### src/rtl/bytex64_munch_pkg.sv
// Shared VGA 640x480@60 timing constants and output-packing helpers for the
// munching-squares tile.
package munch_pkg;

  localparam logic [9:0] H_VISIBLE = 10'd640;
  localparam logic [9:0] H_FRONT   = 10'd16;
  localparam logic [9:0] H_SYNC    = 10'd96;
  localparam logic [9:0] H_BACK    = 10'd48;
  localparam logic [9:0] H_TOTAL   = 10'd800;

  localparam logic [9:0] V_VISIBLE = 10'd480;
  localparam logic [9:0] V_FRONT   = 10'd10;
  localparam logic [9:0] V_SYNC    = 10'd2;
  localparam logic [9:0] V_BACK    = 10'd33;
  localparam logic [9:0] V_TOTAL   = 10'd525;

  localparam logic [9:0] DRAW_W    = 10'd512;

  localparam logic [9:0] H_SYNC_START = H_VISIBLE + H_FRONT;
  localparam logic [9:0] H_SYNC_END   = H_SYNC_START + H_SYNC;
  localparam logic [9:0] H_LAST       = H_TOTAL - 10'd1;
  localparam logic [9:0] V_SYNC_START = V_VISIBLE + V_FRONT;
  localparam logic [9:0] V_SYNC_END   = V_SYNC_START + V_SYNC;
  localparam logic [9:0] V_LAST       = V_TOTAL - 10'd1;

  // Syncs idle high, colour dark.
  localparam logic [7:0] UO_IDLE = 8'h88;

  // rgb is {B1,B0,G1,G0,R1,R0}; TinyVGA puts the low colour bits in the upper nibble.
  function automatic logic [7:0] pack_uo(input logic hsync, input logic vsync,
                                         input logic [5:0] rgb);
    return {hsync, rgb[4], rgb[2], rgb[0], vsync, rgb[5], rgb[3], rgb[1]};
  endfunction

  function automatic logic in_sync(input logic [9:0] pos, input logic [9:0] lo,
                                   input logic [9:0] hi);
    return (pos >= lo) && (pos < hi);
  endfunction

endpackage

### src/rtl/bytex64_munch_vga_timing.sv
// Free-running horizontal/vertical raster counters with active-low syncs,
// a visible-area flag and a one-cycle end-of-frame strobe.
module vga_timing
  import munch_pkg::*;
(
  input  logic       clk,
  input  logic       rst_n,
  output logic [9:0] hpos,
  output logic [9:0] vpos,
  output logic       hsync,
  output logic       vsync,
  output logic       visible,
  output logic       frame_end
);

  logic [9:0] hpos_q, hpos_d;
  logic [9:0] vpos_q, vpos_d;
  logic       h_last_s;
  logic       v_last_s;

  // Next-state for the raster counters: vpos only moves on an hpos wrap.
  always_comb begin
    h_last_s = (hpos_q == H_LAST);
    v_last_s = (vpos_q == V_LAST);
    hpos_d   = hpos_q;
    vpos_d   = vpos_q;
    if (h_last_s) begin
      hpos_d = 10'd0;
      if (v_last_s) begin
        vpos_d = 10'd0;
      end else begin
        vpos_d = vpos_q + 10'd1;
      end
    end else begin
      hpos_d = hpos_q + 10'd1;
    end
  end

  // Raster counter registers.
  always_ff @(posedge clk) begin
    if (!rst_n) begin
      hpos_q <= 10'd0;
      vpos_q <= 10'd0;
    end else begin
      hpos_q <= hpos_d;
      vpos_q <= vpos_d;
    end
  end

  // Decoded timing flags, all derived from the current counter state.
  always_comb begin
    hpos      = hpos_q;
    vpos      = vpos_q;
    hsync     = ~in_sync(hpos_q, H_SYNC_START, H_SYNC_END);
    vsync     = ~in_sync(vpos_q, V_SYNC_START, V_SYNC_END);
    visible   = (hpos_q < H_VISIBLE) && (vpos_q < V_VISIBLE);
    frame_end = h_last_s && v_last_s;
  end

endmodule

### src/rtl/bytex64_munch.sv
// Tiny Tapeout tile: 640x480 VGA munching-squares pattern (pixel lit when
// xs^ys < t), output on the TinyVGA PMOD pinout.
module bytex64_munch
  import munch_pkg::*;
(
  input  logic       clk,
  input  logic       rst_n,
  input  logic       ena,
  input  logic [7:0] ui_in,
  input  logic [7:0] uio_in,
  output logic [7:0] uo_out,
  output logic [7:0] uio_out,
  output logic [7:0] uio_oe
);

  logic [9:0] hpos_s;
  logic [9:0] vpos_s;
  logic       hsync_s;
  logic       vsync_s;
  logic       visible_s;
  logic       frame_end_s;

  logic [7:0] t_q, t_d;
  logic [7:0] uo_q, uo_d;
  logic [7:0] xs_s, ys_s, p_s;
  logic       on_s;
  logic       in_draw_s;
  logic [5:0] rgb_s;
  logic       unused_s;

  vga_timing u_timing (
    .clk       (clk),
    .rst_n     (rst_n),
    .hpos      (hpos_s),
    .vpos      (vpos_s),
    .hsync     (hsync_s),
    .vsync     (vsync_s),
    .visible   (visible_s),
    .frame_end (frame_end_s)
  );

  // Pixel decision; visible already bounds vpos to the active lines.
  always_comb begin
    xs_s      = hpos_s[8:1];
    ys_s      = vpos_s[8:1];
    p_s       = xs_s ^ ys_s;
    on_s      = (p_s < t_q) ^ ui_in[7];
    in_draw_s = visible_s && (hpos_s < DRAW_W);
    rgb_s     = 6'd0;
    if (in_draw_s && on_s) begin
      rgb_s = ui_in[5:0];
    end else begin
      rgb_s = 6'd0;
    end
    uo_d = pack_uo(hsync_s, vsync_s, rgb_s);
  end

  // Frame counter advances once per frame unless paused.
  always_comb begin
    t_d = t_q;
    if (frame_end_s && !ui_in[6]) begin
      t_d = t_q + 8'd1;
    end else begin
      t_d = t_q;
    end
  end

  // Output register keeps syncs and colour on the same pixel.
  always_ff @(posedge clk) begin
    if (!rst_n) begin
      t_q  <= 8'd0;
      uo_q <= UO_IDLE;
    end else begin
      t_q  <= t_d;
      uo_q <= uo_d;
    end
  end

  assign uo_out  = uo_q;
  assign uio_out = 8'd0;
  assign uio_oe  = 8'd0;

  assign unused_s = &{ena, uio_in, vpos_s[9], vpos_s[0], 1'b0};

endmodule

### config.mk
export PLATFORM = sky130hd
export DESIGN_NAME = bytex64_munch
export DESIGN_NICKNAME = d
export VERILOG_FILES = /design/src/rtl/bytex64_munch_pkg.sv /design/src/rtl/bytex64_munch_vga_timing.sv /design/src/rtl/bytex64_munch.sv
export SDC_FILE = /design/constraint.sdc
export NUM_CORES = 1
export LEC_CHECK = 0
export ABC_CLOCK_PERIOD_IN_PS = 2710
export BUFFER_PORTS_ARGS = -buffer_cell sky130_fd_sc_hd__buf_2
export CORE_MARGIN = 4
export CORE_UTILIZATION = 55
export DETAILED_ROUTE_END_ITERATION = 12
export PLACE_DENSITY = 0.79
export SLEW_MARGIN = 5
export SYNTH_ARGS = -nofsm -noshare
export SYNTH_HDL_FRONTEND = slang
export SYNTH_SLANG_ARGS = --single-unit
### constraint.sdc
create_clock -name clk -period 2.71 [get_ports clk]
set_clock_uncertainty 0.05 [all_clocks]
set_input_delay 0.271 -clock clk [delete_from_list [all_inputs] [get_ports clk]]
set_output_delay 0.271 -clock clk [all_outputs]
set_load 0.005 [all_outputs]
* Word-level counts from Yosys, hierarchy flattened *
Index checks and enable logic that the tools add are counted.

word-level totals
  register bits = 36
  word-level logic and storage cells = 34
  input port bits = 19
  output and inout bits = 24

cells by class
  bitwise gates (word level) = 5
  equality and inequality tests = 2
  add/subtract/negate cells = 3
  $lt $le $gt $ge = 8
  reductions and logical operators = 10
  muxes and demuxes = 1

operators with widths
  cell                     count
  $lt A10 B10 Y1 const B   3
  $add A10 B1 Y10 const B  2
  $eq A10 B10 Y1 const B   2
  $lt A10 B9 Y1 const B    2
  $ge A10 B10 Y1 const B   1
  $ge A10 B9 Y1 const B    1
  $mux W10                 1
  $add A8 B1 Y8 const B    1
  $lt A8 B8 Y1             1
  $xor A8 B8 Y8            1
  $logic_and A1 B1 Y1      7
  $not A1 Y1               3
  $reduce_and A2 Y1        1
  $reduce_or A2 Y1         1
  $logic_not A1 Y1         1
  $xor A1 B1 Y1            1

* Longest topological paths before layout *
Gate-level depths: netlist of run 1.

  word-level depth = 5
  gate-level depth with buffers = 7
  depth with buffers taken out = 6

* Hierarchy *
A second synthesis of run 1 with hierarchy kept.

second synthesis, totals
  cells, all modules = 237
  area total of the unflattened synthesis = 2077.0 um^2

modules (own cells, without submodules)
  module         cells each  area each (um^2)  instances  sequential area each (um^2)
  bytex64_munch  118         1071.0            1          320.3
  vga_timing     119         1006.0            1          400.4

* Least setup slack after synthesis of run 1 *
OpenSTA, ideal clock, no wires.

  kind = reg-to-reg
  from = register u_timing.vpos_q[5], in the netlist u_timing.vpos[5]
  to = register uo_q[0], in the netlist uo_out[0]
  path buffers = 1
  period minus slack after synthesis = 2.100 ns
  library setup time = 0.072 ns
  setup slack = 0.610 ns
  stages on the path, launching flop included = 8
  required time = 2.588 ns
  arrival = 1.977 ns
  path through = dfxtp_1 -> clkbuf_1 -> xor2_1 -> ha_1 -> a211oi_1 -> o31ai_1 -> a21oi_1 -> mux2i_1

on the way
  cells in the longest elaborated chain, start to end = 5
  elaborated cells on any way between the ends = 8
  those cells by class = 2 x order compare; 2 x bitwise; 4 x reduce/logical

RTL lines
  what                                                         line                                                 source
  start, declared                                              bytex64_munch_vga_timing.sv:17                       logic [9:0] vpos_q, vpos_d;
  start signal, assigned                                       bytex64_munch_vga_timing.sv:46                       vpos_q <= vpos_d;
  $xor A8 B8 Y8 / $lt A10 B9 Y1 (equally long branches)        bytex64_munch.sv:46, bytex64_munch_vga_timing.sv:56
  $lt A8 B8 Y1 / $logic_and A1 B1 Y1 (equally long branches)   bytex64_munch.sv:47, bytex64_munch_vga_timing.sv:56
  $xor A1 B1 Y1 / $logic_and A1 B1 Y1 (equally long branches)  bytex64_munch.sv:47, bytex64_munch.sv:48
  $logic_and A1 B1 Y1 *                                        bytex64_munch.sv:50                                  if (in_draw_s && on_s) begin
  $reduce_and A2 Y1 (no source line) *                         --
  end signal, assigned                                         bytex64_munch.sv:75                                  uo_q <= uo_d;
  end, declared                                                bytex64_munch.sv:24                                  logic [7:0] uo_q, uo_d;

Mark *: on every way between the ends. The rest lies on a longest branch, timed or not.
A chain may end at the register's enable or synchronous reset.

* Worst setup path after layout of run 1 *
  from = register u_timing.hpos_q[1], in the netlist u_timing.hpos[1]
  to = register t_q[7]

on the way
  cells in the longest elaborated chain, start to end = 3

RTL lines
  what                    line                            source
  start, declared         bytex64_munch_vga_timing.sv:16  logic [9:0] hpos_q, hpos_d;
  start signal, assigned  bytex64_munch_vga_timing.sv:45  hpos_q <= hpos_d;
  $eq A10 B10 Y1          bytex64_munch_vga_timing.sv:23  h_last_s = (hpos_q == H_LAST);
  $logic_and A1 B1 Y1     bytex64_munch_vga_timing.sv:57  frame_end = h_last_s && v_last_s;
  $logic_and A1 B1 Y1     bytex64_munch.sv:61             if (frame_end_s && !ui_in[6]) begin
  end signal, assigned    bytex64_munch.sv:74             t_q <= t_d;
  end, declared           bytex64_munch.sv:23             logic [7:0] t_q, t_d;

Every way passes these cells.

==> key figures, run 1 <==
Placement
  – Count of input and output buffers: 17
  – Placed Instance Area: approximately 2200 um2
  – Post-Place Setup Slack: approximately 0.52 ns
  – Total half-perimeter wirelength after legalization and detailed placement: 2.94 mm
  – GP Congestion: 0.847
  – Cell total after placement: 306

Worst setup path
  – Register-to-register path setup slack: 0.49 ns
  – Crit path depth: 5
  – Launch point of the critical path: u_timing.hpos[1]$_SDFF_PP0_
  – R2r startpoint: u_timing.hpos[1]$_SDFF_PP0_
  – Capturing point of the worst reg2reg path: t_q[7]$_SDFFE_PN0P_
  – Arrival time reported for the critical path endpoint: 2.39 ns
  – Cell-by-cell trace of the critical path: ha_1 -> nand4_4 -> or3_4 -> nor4_1 -> mux2i_1
  – CP peak stage delay: 0.52 ns
  – CP startpoint kind: register
  – CP endpoint kind: register
  – Critical path required time: 2.88 ns
  – Critical path buffer and inverter count: 0
  – Cell with the largest stage delay on the worst path: sky130_fd_sc_hd__or3_4
  – Critical path start-end classification: reg2reg
  – Critical-path maximum fanout: 23
  – Cell depth of the worst flop-to-flop path: 5
  – Kind of cell adding the most delay to the critical path: simple AND/OR/NAND/NOR gates

Die
  – Die area: 4930 um2
  – Die Wd: 70.2 um
  – Starting Density: 57.7%
  – Number of I/O pins: 43
  – Placeable core area: 3690 um2
  – Vert. Die Dim: 70.2 um
  – Row Count: 22

Cells and area
  – Fin cells: 314
  – Fill cell instance count of the final layout: 339
  – Share of final-layout standard cells stronger than drive strength 1: 11.7%
  – Share of the core filled with cells: 62.9%
  – Final instance area: 2320 um2
  – # nets final: 296
  – Layout area overhead: 8.94%
  – Antenna cells: 0

Synth
  – Sequential share of the synthesized area: 33.9%
  – Most frequent cells after synthesis: sky130_fd_sc_hd__dfxtp_1, sky130_fd_sc_hd__nand2_1, sky130_fd_sc_hd__nand3_1
  – Leading register cell type out of synthesis: sky130_fd_sc_hd__dfxtp_1
  – Mapped Area: 2130 um2
  – Post-synth EDFFs: 0
  – Top area cells in the synthesized netlist: sky130_fd_sc_hd__dfxtp_1, sky130_fd_sc_hd__ha_1, sky130_fd_sc_hd__buf_4
  – Most frequent cell after synthesis: sky130_fd_sc_hd__dfxtp_1
  – Library cell occupying the most area in the post-synthesis netlist: sky130_fd_sc_hd__dfxtp_1
  – FFs w/ async S/R, synth: 0%
  – Synthesized area per cell: 8.41 um2
  – Netlist cell types: 36
  – Yosys warns: 0
  – Share of the synthesized area in the top cell type: 33.9%
  – Cell count after synthesis: 253
  – Register bit total from synthesis: 36

STA
  – Final hold violation count: 0
  – Worst slack on hold paths: 0.199 ns
  – Total Negative Setup Slacks: 0 ns
  – Final setup violation count: 0
  – Max-slew violation count: 0
  – Crit path setup slack, layout: 0.486 ns
  – Measured slew at the worst slew-check pin: 1.17 ns
  – RSZ-0062 raised after global routing: no
  – Maximum clock rate: 450 MHz
  – Final critical-path required period: 2.22 ns
  – Worst-case headroom to the max-slew limit: a little over a fifth
  – Final Cycle Share: 82.1%

Pwr
  – Tot Pwr: 1.26 mW
  – Total power density per cell area: 544 nW/um2
  – Static Leak: 0.888 nW
  – Worst vdd rail ir drop: 304 uV

Global route
  – Vias in the first global route: 1571
  – Aggregate global routing overflow: 0
  – Antenna violations before repair: 0
  – Total track usage: 17.7%
  – Wire length of the first global-routing pass: 7.02 mm
  – Largest net degree at the start of global routing: 24

Clocking
  – Post-CTS Setup Repair Bufs: 0
  – Worst-Skew Late Latency: 0.29 ns
  – Clock Root Buffer: sky130_fd_sc_hd__clkbuf_8
  – CTS tree: built
  – Clock slew at the register clock pins of the worst setup and hold paths: 0.07 ns
  – Cts bufs inserted: 5
  – Post-cts hold buffer count: 0
  – Maximum clock path buffer count: 2
  – Num Clock Sinks: 36
  – Gates resized, CTS repair: 0
  – H-tree level count: 2

Min path
  – Class of the tightest hold or removal check: in2reg
  – End of the worst hold path: uo_out[5]$_SDFF_PN0_
  – Min-Delay Startpoint: ui_in[2]
  – Hold Path Depth: 3

Route
  – Total length of routed wires: between 4 and 5 mm
  – Residual DRC: 0
  – Average routed wire per standard cell: 13.0 um
  – Number of search-and-repair iterations in the first detailed-routing pass: 4
  – Final antenna-violating net count: 0
  – Per-cell via count in the routed design: 5.44
  – Total vias in the final route: 1707
  – Number of DRC markers after the initial detailed-route iteration: 141

Outcome
  – Outcome: completed

Run
  – MaxCap Viol Count: 0
## layout by cell type, fill, tap and decap left out, types with 6 or more instances in the layout
cell	n
sky130_fd_sc_hd__conb_1	16
sky130_fd_sc_hd__ha_1	12
sky130_fd_sc_hd__o21ai_0	6
sky130_fd_sc_hd__nand3b_1	6
sky130_fd_sc_hd__nor3_1	9
sky130_fd_sc_hd__inv_1	15
sky130_fd_sc_hd__dfxtp_1	36
sky130_fd_sc_hd__nand3_1	20
sky130_fd_sc_hd__a21oi_1	12
sky130_fd_sc_hd__buf_2	17
sky130_fd_sc_hd__nand2_1	21
sky130_fd_sc_hd__mux2i_1	10
sky130_fd_sc_hd__nor2_1	15
sky130_fd_sc_hd__nor4_1	8
sky130_fd_sc_hd__xor2_1	12
sky130_fd_sc_hd__xnor2_1	7
sky130_fd_sc_hd__nand4_1	6
## routing by layer
| layer | GRT usage, % | wire length [um] | vias up |
|---|---|---|---|
| met5 | 0 | 0 | - |
| met4 | 6.17 | 61 | 0 |
| met3 | 6.04 | 204 | 9 |
| met2 | 28.2 | 1930 | 35 |
| met1 | 22.1 | 1870 | 786 |
| li1 | - | - | 877 |
## worst min-delay path: cells and delay by family
kind                   cells  cell delay (ns)
AND/OR/NAND/NOR            1             0.07
buffers and inverters      1             0.10
multiplexers               1             0.05
## sequential cells by signal (all words and copies together) (netlist names)
register,count
u_timing.vpos,10
u_timing.hpos,10
t_q,8
uo_out,8
## cells by family (layout without fill, tap and decap cells)
family / after synthesis / in the layout / share of synthesized area [%]
DFF: 36 / 36 / 33.9
and+or+nand+nor: 104 / 104 / 27.8
adders and majority gates: 12 / 12 / 7.05
other: 1 / 16 / 0.176
AOI/OAI and AO/OA: 27 / 27 / 7.41
xor gates and xnor gates: 19 / 19 / 7.82
buffers and inverters: 44 / 42 / 11.2
muxes: 10 / 10 / 4.70
## report_power, final
| part | internal (mW) | total [mW] | switching [mW] | leakage (nW) |
|---|---|---|---|---|
| Combinational | 0.0253 | 0.0622 | 0.0369 | 0.518 |
| Sequential | 0.538 | 0.545 | 0.00751 | 0.292 |
| Clock | 0.460 | 0.654 | 0.193 | 0.0784 |
| Total | 1.02 | 1.26 | 0.238 | 0.888 |
## how the worst max path moves through the flow
stage	endpoint	slack, ns
2_1_floorplan	uo_out[0]$_SDFF_PN0_	0.61
3_3_place_gp	t_q[7]$_SDFFE_PN0P_	0.57
3_5_place_dp	t_q[7]$_SDFFE_PN0P_	0.52
4_1_cts	t_q[7]$_SDFFE_PN0P_	0.47
5_1_grt	t_q[7]$_SDFFE_PN0P_	0.33
6_report	t_q[7]$_SDFFE_PN0P_	0.49
## cell type report
| cell class | count | area (um2) | share of cell area (%) |
|---|---|---|---|
| multi-input cells | 188 | 1230 | 52.9 |
| flip-flops and latches | 36 | 721 | 31.1 |
| repair buffers | 18 | 92.6 | 3.99 |
| clock inverters | 3 | 90.1 | 3.89 |
| clock buffers | 5 | 68.8 | 2.97 |
| inverters | 16 | 60.1 | 2.59 |
| well taps | 48 | 60.1 | 2.59 |
No activity file was read; power rests on OpenSTA's default activity.
==> inputs of run 2 (changes only) <==
--- a/config.mk
+++ b/config.mk
@@ -5,12 +5,13 @@
 export SDC_FILE = /design/constraint.sdc
 export NUM_CORES = 1
 export LEC_CHECK = 0
-export ABC_CLOCK_PERIOD_IN_PS = 2710
+export ABC_AREA = 1
+export ABC_CLOCK_PERIOD_IN_PS = 1880
 export BUFFER_PORTS_ARGS = -buffer_cell sky130_fd_sc_hd__buf_2
 export CORE_MARGIN = 4
-export CORE_UTILIZATION = 55
+export CORE_UTILIZATION = 49
 export DETAILED_ROUTE_END_ITERATION = 12
-export PLACE_DENSITY = 0.79
+export PLACE_DENSITY = 0.74
 export SLEW_MARGIN = 5
 export SYNTH_ARGS = -nofsm -noshare
 export SYNTH_HDL_FRONTEND = slang
==> constraint.sdc (replaced) <==
create_clock -name clk -period 1.88 [get_ports clk]
set_clock_uncertainty 0.05 [all_clocks]
set_input_delay 0.188 -clock clk [delete_from_list [all_inputs] [get_ports clk]]
set_output_delay 0.188 -clock clk [all_outputs]
set_load 0.005 [all_outputs]
==> key figures, run 2 <==
Outcome
  – Outcome: completed

STA
  – Max-slew violation count: 0 (unchanged)
  – Maximum clock rate: 561 MHz (+25%)
  – Final Cycle Share: 94.8% (+13 points)
  – RSZ-0062 raised after global routing: yes
  – Final setup violation count: 0 (unchanged)
  – Final critical-path required period: 1.78 ns (-0.442 ns)
  – Crit path setup slack, layout: 0.0977 ns (-0.388 ns)
  – Total Negative Setup Slacks: 0 ns (unchanged)
  – Final hold violation count: 0 (unchanged)

Synth
  – Synthesized area per cell: 7.31 um2 (-13%)
  – Netlist cell types: 36 (unchanged)
  – Post-synth EDFFs: 0 (unchanged)
  – Leading register cell type out of synthesis: sky130_fd_sc_hd__dfxtp_1
  – Sequential share of the synthesized area: 33.5% (-0.34 points)
  – Portion of netlist area occupied by mux cells: 0% (-4.7 points)
  – Post-Synth Adder-Cell Area: 6.98% (-0.070 points)
  – Fraction of synthesized cell area in xor and xnor cells: 8.15% (+0.33 points)
  – Library cell occupying the most area in the post-synthesis netlist: sky130_fd_sc_hd__dfxtp_1
  – FFs w/ async S/R, synth: 0% (unchanged)
  – Cell count after synthesis: 294 (+16%)
  – Yosys warns: 0 (unchanged)
  – Share of the synthesized area in the top cell type: 33.5% (-0.34 points)
  – Most frequent cell after synthesis: sky130_fd_sc_hd__nand2_1
  – Top area cells in the synthesized netlist: sky130_fd_sc_hd__dfxtp_1, sky130_fd_sc_hd__nand2_1, sky130_fd_sc_hd__xor2_1
  – Most frequent cells after synthesis: sky130_fd_sc_hd__nand2_1, sky130_fd_sc_hd__dfxtp_1, sky130_fd_sc_hd__inv_1, sky130_fd_sc_hd__nor2_1, sky130_fd_sc_hd__xor2_1
  – Simple logic cell fraction of the synthesized area: 30.3% (+2.5 points)
  – Register bit total from synthesis: 36 (unchanged)
  – Mapped Area: 2150 um2 (+1.0%)
  – Synthesized-area fraction occupied by ao, oa, aoi and oai cells: 6.29% (-1.1 points)
  – Largest family of logic cells by synthesized area: simple AND/OR/NAND/NOR gates

Cells and area
  – Storage cell area: 726 um2 (+0.69%)
  – Antenna cells: 0 (unchanged)
  – Final instance area: 2470 um2 (+6.5%)
  – Most common cell after layout, fill and taps aside: sky130_fd_sc_hd__nand2_1
  – Layout area overhead: 14.8%
  – # nets final: 354 (+20%)
  – Share of final-layout standard cells stronger than drive strength 1: 20.4% (+8.7 points)
  – Most frequent cells in the layout: sky130_fd_sc_hd__nand2_1, sky130_fd_sc_hd__inv_1, sky130_fd_sc_hd__nor2_1, sky130_fd_sc_hd__dfxtp_1, sky130_fd_sc_hd__xor2_1
  – Area of the multi-input gates: 1230 um2 (+0.10%)
  – Fill cell instance count of the final layout: 380 (+12%)
  – Fin cells: 374 (+19%)

Run
  – MaxCap Viol Count: 0 (unchanged)

Worst setup path
  – Critical path start-end classification: reg2reg
  – CP startpoint kind: register
  – Cell depth of the worst flop-to-flop path: 9 (+4)
  – CP endpoint kind: register
  – Critical-path maximum fanout: 6 (-74%)
  – Critical path required time: 2.06 ns (-0.82 ns)
  – Arrival time reported for the critical path endpoint: 1.96 ns (-0.43 ns)

Pwr
  – Worst vdd rail ir drop: 402 uV (+32%)
  – Sw power: 324 uW (+36%)
  – Static Leak: 1.08 nW (+22%)
  – Design internal power: 1.20 mW (+17%)
  – Comb pwr share: 5.4% (+0.5 points)
  – Total power density per cell area: 617 nW/um2 (+13%)
  – Clock power frac: 43.3% (-8.5 points)
  – Power share of the sequential group: 51.3% (+8.1 points)
  – Net Sw Frac: 21.3% (+2.4 points)

Global route
  – Wire length of the first global-routing pass: 7.16 mm (+2.0%)
  – Antenna violations before repair: 0 (unchanged)
  – Vias in the first global route: 1731 (+10%)
  – Largest net degree at the start of global routing: 17 (-29%)
  – Total track usage: 16.8% (-0.84 points)
  – Aggregate global routing overflow: 0 (unchanged)

Route
  – Number of DRC markers after the initial detailed-route iteration: 98 (-30%)
  – Total length of routed wires: 4.25 mm (+4.5%)
  – Average routed wire per standard cell: 11.4 um (-12%)
  – Number of search-and-repair iterations in the first detailed-routing pass: 4 (unchanged)
  – Per-cell via count in the routed design: 4.91 (-9.7%)
  – Residual DRC: 0 (unchanged)
  – Total vias in the final route: 1836 (+7.6%)
  – Final antenna-violating net count: 0 (unchanged)

Die
  – Placeable core area: 4120 um2 (+12%)
  – Number of I/O pins: 43 (unchanged)
  – Vert. Die Dim: 74.2 um (+5.7%)
  – Starting Density: 52.2% (-5.5 points)
  – Die area: 5510 um2 (+12%)
  – Die Wd: 74.2 um (+5.7%)
  – Row Count: 23 (+4.5%)

Placement
  – Post-Place Setup Slack: 0.00597 ns (-0.510 ns)
  – Cell total after placement: 364 (+19%)
  – Count of input and output buffers: 17 (unchanged)
  – Placed Instance Area: 2270 um2 (+5.2%)
  – GP Congestion: 0.913 (+7.9%)
  – Total half-perimeter wirelength after legalization and detailed placement: 3.20 mm (+9.0%)

Clocking
  – H-tree level count: 2 (unchanged)
  – Worst-Skew Late Latency: 0.29 ns (about the same)
  – Maximum clock path buffer count: 2 (unchanged)
  – Num Clock Sinks: 36 (unchanged)
  – Clock Root Buffer: sky130_fd_sc_hd__clkbuf_8
  – Clock slew at the register clock pins of the worst setup and hold paths: 0.07 ns (about the same)
  – CTS tree: built
  – Cts bufs inserted: 5 (unchanged)

Min path
  – Class of the tightest hold or removal check: in2reg
  – Hold Path Depth: 3 (unchanged)
## run 2: path summary, 6_finish.rpt
check	startpoint	to	slack, ns
min	ui_in[2]	uo_out[5]$_SDFF_PN0_	0.05
max	u_timing.vpos[6]$_SDFFE_PN0N_	uo_out[5]$_SDFF_PN0_	0.1
max reg2reg	u_timing.vpos[6]$_SDFFE_PN0N_	uo_out[5]$_SDFF_PN0_	0.1
min reg2reg	u_timing.hpos[0]$_SDFF_PP0_	u_timing.hpos[0]$_SDFF_PP0_	0.38
## run 2: cells by family (layout without fill, tap and decap cells)
| family | count (synthesis) | after routing |
|---|---|---|
| other | 1 | 16 |
| buffers and inverters | 64 | 79 |
| AOI/OAI and AO/OA | 25 | 25 |
| DFF | 36 | 36 |
| xor gates and xnor gates | 20 | 20 |
| adders and majority gates | 12 | 12 |
| and+or+nand+nor | 136 | 136 |
## run 2: worst max-delay path, stage by stage, from the launching register on
cell and delay (ns):
sky130_fd_sc_hd__dfxtp_2 0.34, sky130_fd_sc_hd__xor2_2 0.18, sky130_fd_sc_hd__ha_1 0.30, sky130_fd_sc_hd__a21oi_2 0.16, sky130_fd_sc_hd__nor2_2 0.05, sky130_fd_sc_hd__a211oi_2 0.24
sky130_fd_sc_hd__nand2_1 0.11, sky130_fd_sc_hd__nand2_2 0.08, sky130_fd_sc_hd__nand3_4 0.10, sky130_fd_sc_hd__nor2_2 0.12
## run 2: layer usage
metal | track usage [%] | up-vias | routed length, um
li1 | - | 965 | -
met1 | 21.0 | 836 | 1910
met2 | 28.5 | 30 | 2100
met3 | 4.05 | 5 | 201
met4 | 5.53 | 0 | 47
met5 | 0 | - | 0
## run 2: stage by stage
| stage | hold slack [ns] | power (mW) | util (%) |
|---|---|---|---|
| after global placement | 0.353 | 0.872 | 55.2 |
| after floorplan | 0.250 | 0.867 | - |
| final | 0.0494 | 1.52 | 60.0 |
| after CTS | 0.0478 | 1.54 | 58.0 |
| after detailed placement | 0.357 | 0.874 | 55.2 |
| after global routing | 0.0558 | 1.59 | 60.0 |
## run 2: final cells by class
type                       count  area share (%)
sequential                    36            29.4
timing repair buffer          29            7.60
multi-input combinational    209            49.7
inverter                      42            6.39
clock inverter                 2            1.42
clock buffer                   6            2.94
tap                           50            2.53
## run 2: repair_timing
| action | CTS | global route |
|---|---|---|
| pin swaps | 0 | 3 |
| hold buffers | 0 | 0 |
| endpoints found under the hold margin | 0 | 0 |
| setup endpoints to repair | 5 | 14 |
| gates resized for setup | 1 | 16 |
| setup buffers | 0 | 2 |
## run 2: power by group through the flow
stage | sequential [mW] | clock [mW] | combinational [mW]
2_1_floorplan | 0.799 | 0 | 0.0683
3_3_place_gp | 0.798 | 0 | 0.0749
3_5_place_dp | 0.798 | 0 | 0.0764
4_1_cts | 0.780 | 0.678 | 0.0778
5_1_grt | 0.781 | 0.706 | 0.0987
6_report | 0.781 | 0.659 | 0.0829
==> inputs of run 3 (changes only) <==
--- a/config.mk
+++ b/config.mk
@@ -8,6 +8,7 @@
 export ABC_AREA = 1
 export ABC_CLOCK_PERIOD_IN_PS = 1880
 export BUFFER_PORTS_ARGS = -buffer_cell sky130_fd_sc_hd__buf_2
+export CORE_ASPECT_RATIO = 0.8
 export CORE_MARGIN = 4
 export CORE_UTILIZATION = 49
 export DETAILED_ROUTE_END_ITERATION = 12
==> key figures, run 3 (synthesis results as in run 2) <==
Route
  – Residual DRC: 0 (unchanged)
  – Number of DRC markers after the initial detailed-route iteration: 90 (-8.2%)
  – Final antenna-violating net count: 0 (unchanged)
  – Total length of routed wires: 4.60 mm (+8.1%)
  – Per-cell via count in the routed design: 4.91 (unchanged)
  – Number of search-and-repair iterations in the first detailed-routing pass: 5 (+1)
  – Total vias in the final route: 1890 (+2.9%)
  – Average routed wire per standard cell: 11.9 um (+5.0%)

Die
  – Die Wd: 82.1 um (+11%)
  – Die area: 5520 um2 (+0.11%)
  – Row Count: 21 (-8.7%)
  – Vert. Die Dim: 67.2 um (-9.4%)
  – Placeable core area: 4200 um2 (+2.2%)
  – Starting Density: 51.1% (-1.1 points)
  – Number of I/O pins: 43 (unchanged)

Global route
  – Total track usage: 17.8% (+0.94 points)
  – Antenna violations before repair: 0 (unchanged)
  – Aggregate global routing overflow: 0 (unchanged)
  – Wire length of the first global-routing pass: 7.31 mm (+2.1%)
  – Largest net degree at the start of global routing: 17 (unchanged)
  – Vias in the first global route: 1689 (-2.4%)

STA
  – RSZ-0062 raised after global routing: yes
  – Crit path setup slack, layout: 0.0640 ns (-0.0337 ns)
  – Final setup violation count: 0 (unchanged)
  – Worst-case headroom to the max-slew limit: 64.4%
  – Final critical-path required period: 1.82 ns (+0.0337 ns)
  – Total Negative Setup Slacks: 0 ns (unchanged)
  – Final hold violation count: 0 (unchanged)
  – Maximum clock rate: 551 MHz (-1.9%)
  – Final Cycle Share: 96.6% (+1.8 points)
  – Measured slew at the worst slew-check pin: 0.529 ns
  – Max-slew violation count: 0 (unchanged)
  – Worst slack on hold paths: 0.0478 ns (-0.00158 ns)

Worst setup path
  – CP startpoint kind: register
  – Cell depth of the worst flop-to-flop path: 9 (unchanged)
  – Register-to-register path setup slack: 0.06 ns (-0.03 ns)
  – Critical path required time: 2.06 ns (about the same)
  – CP endpoint kind: register
  – R2r startpoint: u_timing.hpos[6]$_SDFF_PP0_
  – Critical path start-end classification: reg2reg
  – Arrival time reported for the critical path endpoint: 2.00 ns (+0.04 ns)
  – Cell-by-cell trace of the critical path: xor2_1 -> ha_1 -> a21oi_2 -> nor2_1 -> a211oi_2 -> nand2_1 -> nand2_2 -> nand3_4 -> nor2_2
  – Kind of cell adding the most delay to the critical path: simple AND/OR/NAND/NOR gates
  – CP peak stage delay: 0.33 ns (about the same)
  – Cell with the largest stage delay on the worst path: sky130_fd_sc_hd__dfxtp_2
  – Critical-path maximum fanout: 6 (unchanged)
  – Capturing point of the worst reg2reg path: uo_out[0]$_SDFF_PN0_
  – Critical path buffer and inverter count: 0 (unchanged)

Clocking
  – Clock slew at the register clock pins of the worst setup and hold paths: 0.06 ns (about the same)
  – H-tree level count: 2 (unchanged)
  – CTS tree: built
  – Maximum clock path buffer count: 2 (unchanged)
  – Post-cts hold buffer count: 0 (unchanged)
  – Cts bufs inserted: 5 (unchanged)
  – Clock Root Buffer: sky130_fd_sc_hd__clkbuf_8
  – Worst-Skew Late Latency: 0.29 ns (about the same)
  – Num Clock Sinks: 36 (unchanged)

Outcome
  – Outcome: completed

Pwr
  – Static Leak: 1.09 nW (+1.1%)
  – Worst vdd rail ir drop: 470 uV (+17%)
  – Total power density per cell area: 592 nW/um2 (-4.0%)
  – Tot Pwr: 1.46 mW (-4.2%)

Cells and area
  – Layout area overhead: 14.6%
  – Area of the multi-input gates: 1200 um2 (-2.2%)
  – Share of final-layout standard cells stronger than drive strength 1: 19.8% (-0.55 points)
  – # nets final: 359 (+1.4%)
  – Antenna cells: 0 (unchanged)
  – Storage cell area: 724 um2 (-0.17%)
  – Most common cell after layout, fill and taps aside: sky130_fd_sc_hd__nand2_1
  – Share of the core filled with cells: 58.6% (-1.4 points)
  – Fill cell instance count of the final layout: 403 (+6.1%)
  – Fin cells: 385 (+2.9%)
  – Final instance area: 2460 um2 (-0.25%)
  – Most frequent cells in the layout: sky130_fd_sc_hd__nand2_1, sky130_fd_sc_hd__inv_1, sky130_fd_sc_hd__nor2_1

Placement
  – Post-Place Setup Slack: 0.0490 ns (+0.0430 ns)
  – Cell total after placement: 374 (+2.7%)
  – Total half-perimeter wirelength after legalization and detailed placement: 3.36 mm (+4.9%)
  – Placed Instance Area: 2300 um2 (+1.4%)
  – GP Congestion: 0.846 (-7.3%)
  – Count of input and output buffers: 17 (unchanged)

Min path
  – Min-Delay Startpoint: ui_in[4]
  – Class of the tightest hold or removal check: in2reg
  – Hold Path Depth: 3 (unchanged)
  – End of the worst hold path: uo_out[6]$_SDFF_PN0_

Run
  – MaxCap Viol Count: 0 (unchanged)
run 3: area by class of cell:
cell class              instances  share of cell area (%)
multi-input cells             209                    48.7
clock buffers                   7                    3.91
repair buffers                 34                    8.64
flip-flops and latches         36                    29.4
well taps                      57                    2.90
inverters                      42                    6.40
run 3: timing repair:
action / CTS / global route
endpoints found under the setup margin: 1 / 14
setup buffers: 0 / 4
pin swaps: 0 / 10
gates resized for setup: 1 / 9
run 3: worst max-delay path by stage:
stage / startpoint / endpoint / slack, ns / cells past startpoint
detailed placement: u_timing.hpos[6]$_SDFF_PP0_ / uo_out[6]$_SDFF_PN0_ / 0.05 / 9
finish: u_timing.hpos[6]$_SDFF_PP0_ / uo_out[0]$_SDFF_PN0_ / 0.06 / 9
global placement: u_timing.hpos[6]$_SDFF_PP0_ / uo_out[4]$_SDFF_PN0_ / 0.09 / 9
CTS: u_timing.hpos[6]$_SDFF_PP0_ / uo_out[6]$_SDFF_PN0_ / 0.06 / 9
floorplan: u_timing.vpos[6]$_SDFFE_PN0N_ / uo_out[0]$_SDFF_PN0_ / 0.14 / 9
global route: u_timing.vpos[8]$_SDFFE_PN0N_ / uo_out[0]$_SDFF_PN0_ / -0.08 / 9
run 3: worst min-delay path: cells and delay by family:
family / cells / cell delay (ns)
buffers and inverters: 2 / 0.11
and+or+nand+nor: 1 / 0.06
run 3: per-layer routing:
| layer | up-vias | wire length (um) | global-route usage, % |
|---|---|---|---|
| met5 | - | 0 | 0 |
| met4 | 0 | 70 | 7.26 |
| met3 | 8 | 325 | 6.53 |
| met2 | 64 | 2130 | 27.5 |
| met1 | 845 | 2070 | 22.3 |
| li1 | 973 | - | - |
run 3: power by group:
group,switching (mW),leakage (nW),internal (mW)
registers,0.00504,0.293,0.775
clock network,0.265,0.0503,0.326
logic,0.0550,0.750,0.0321
total,0.325,1.09,1.13
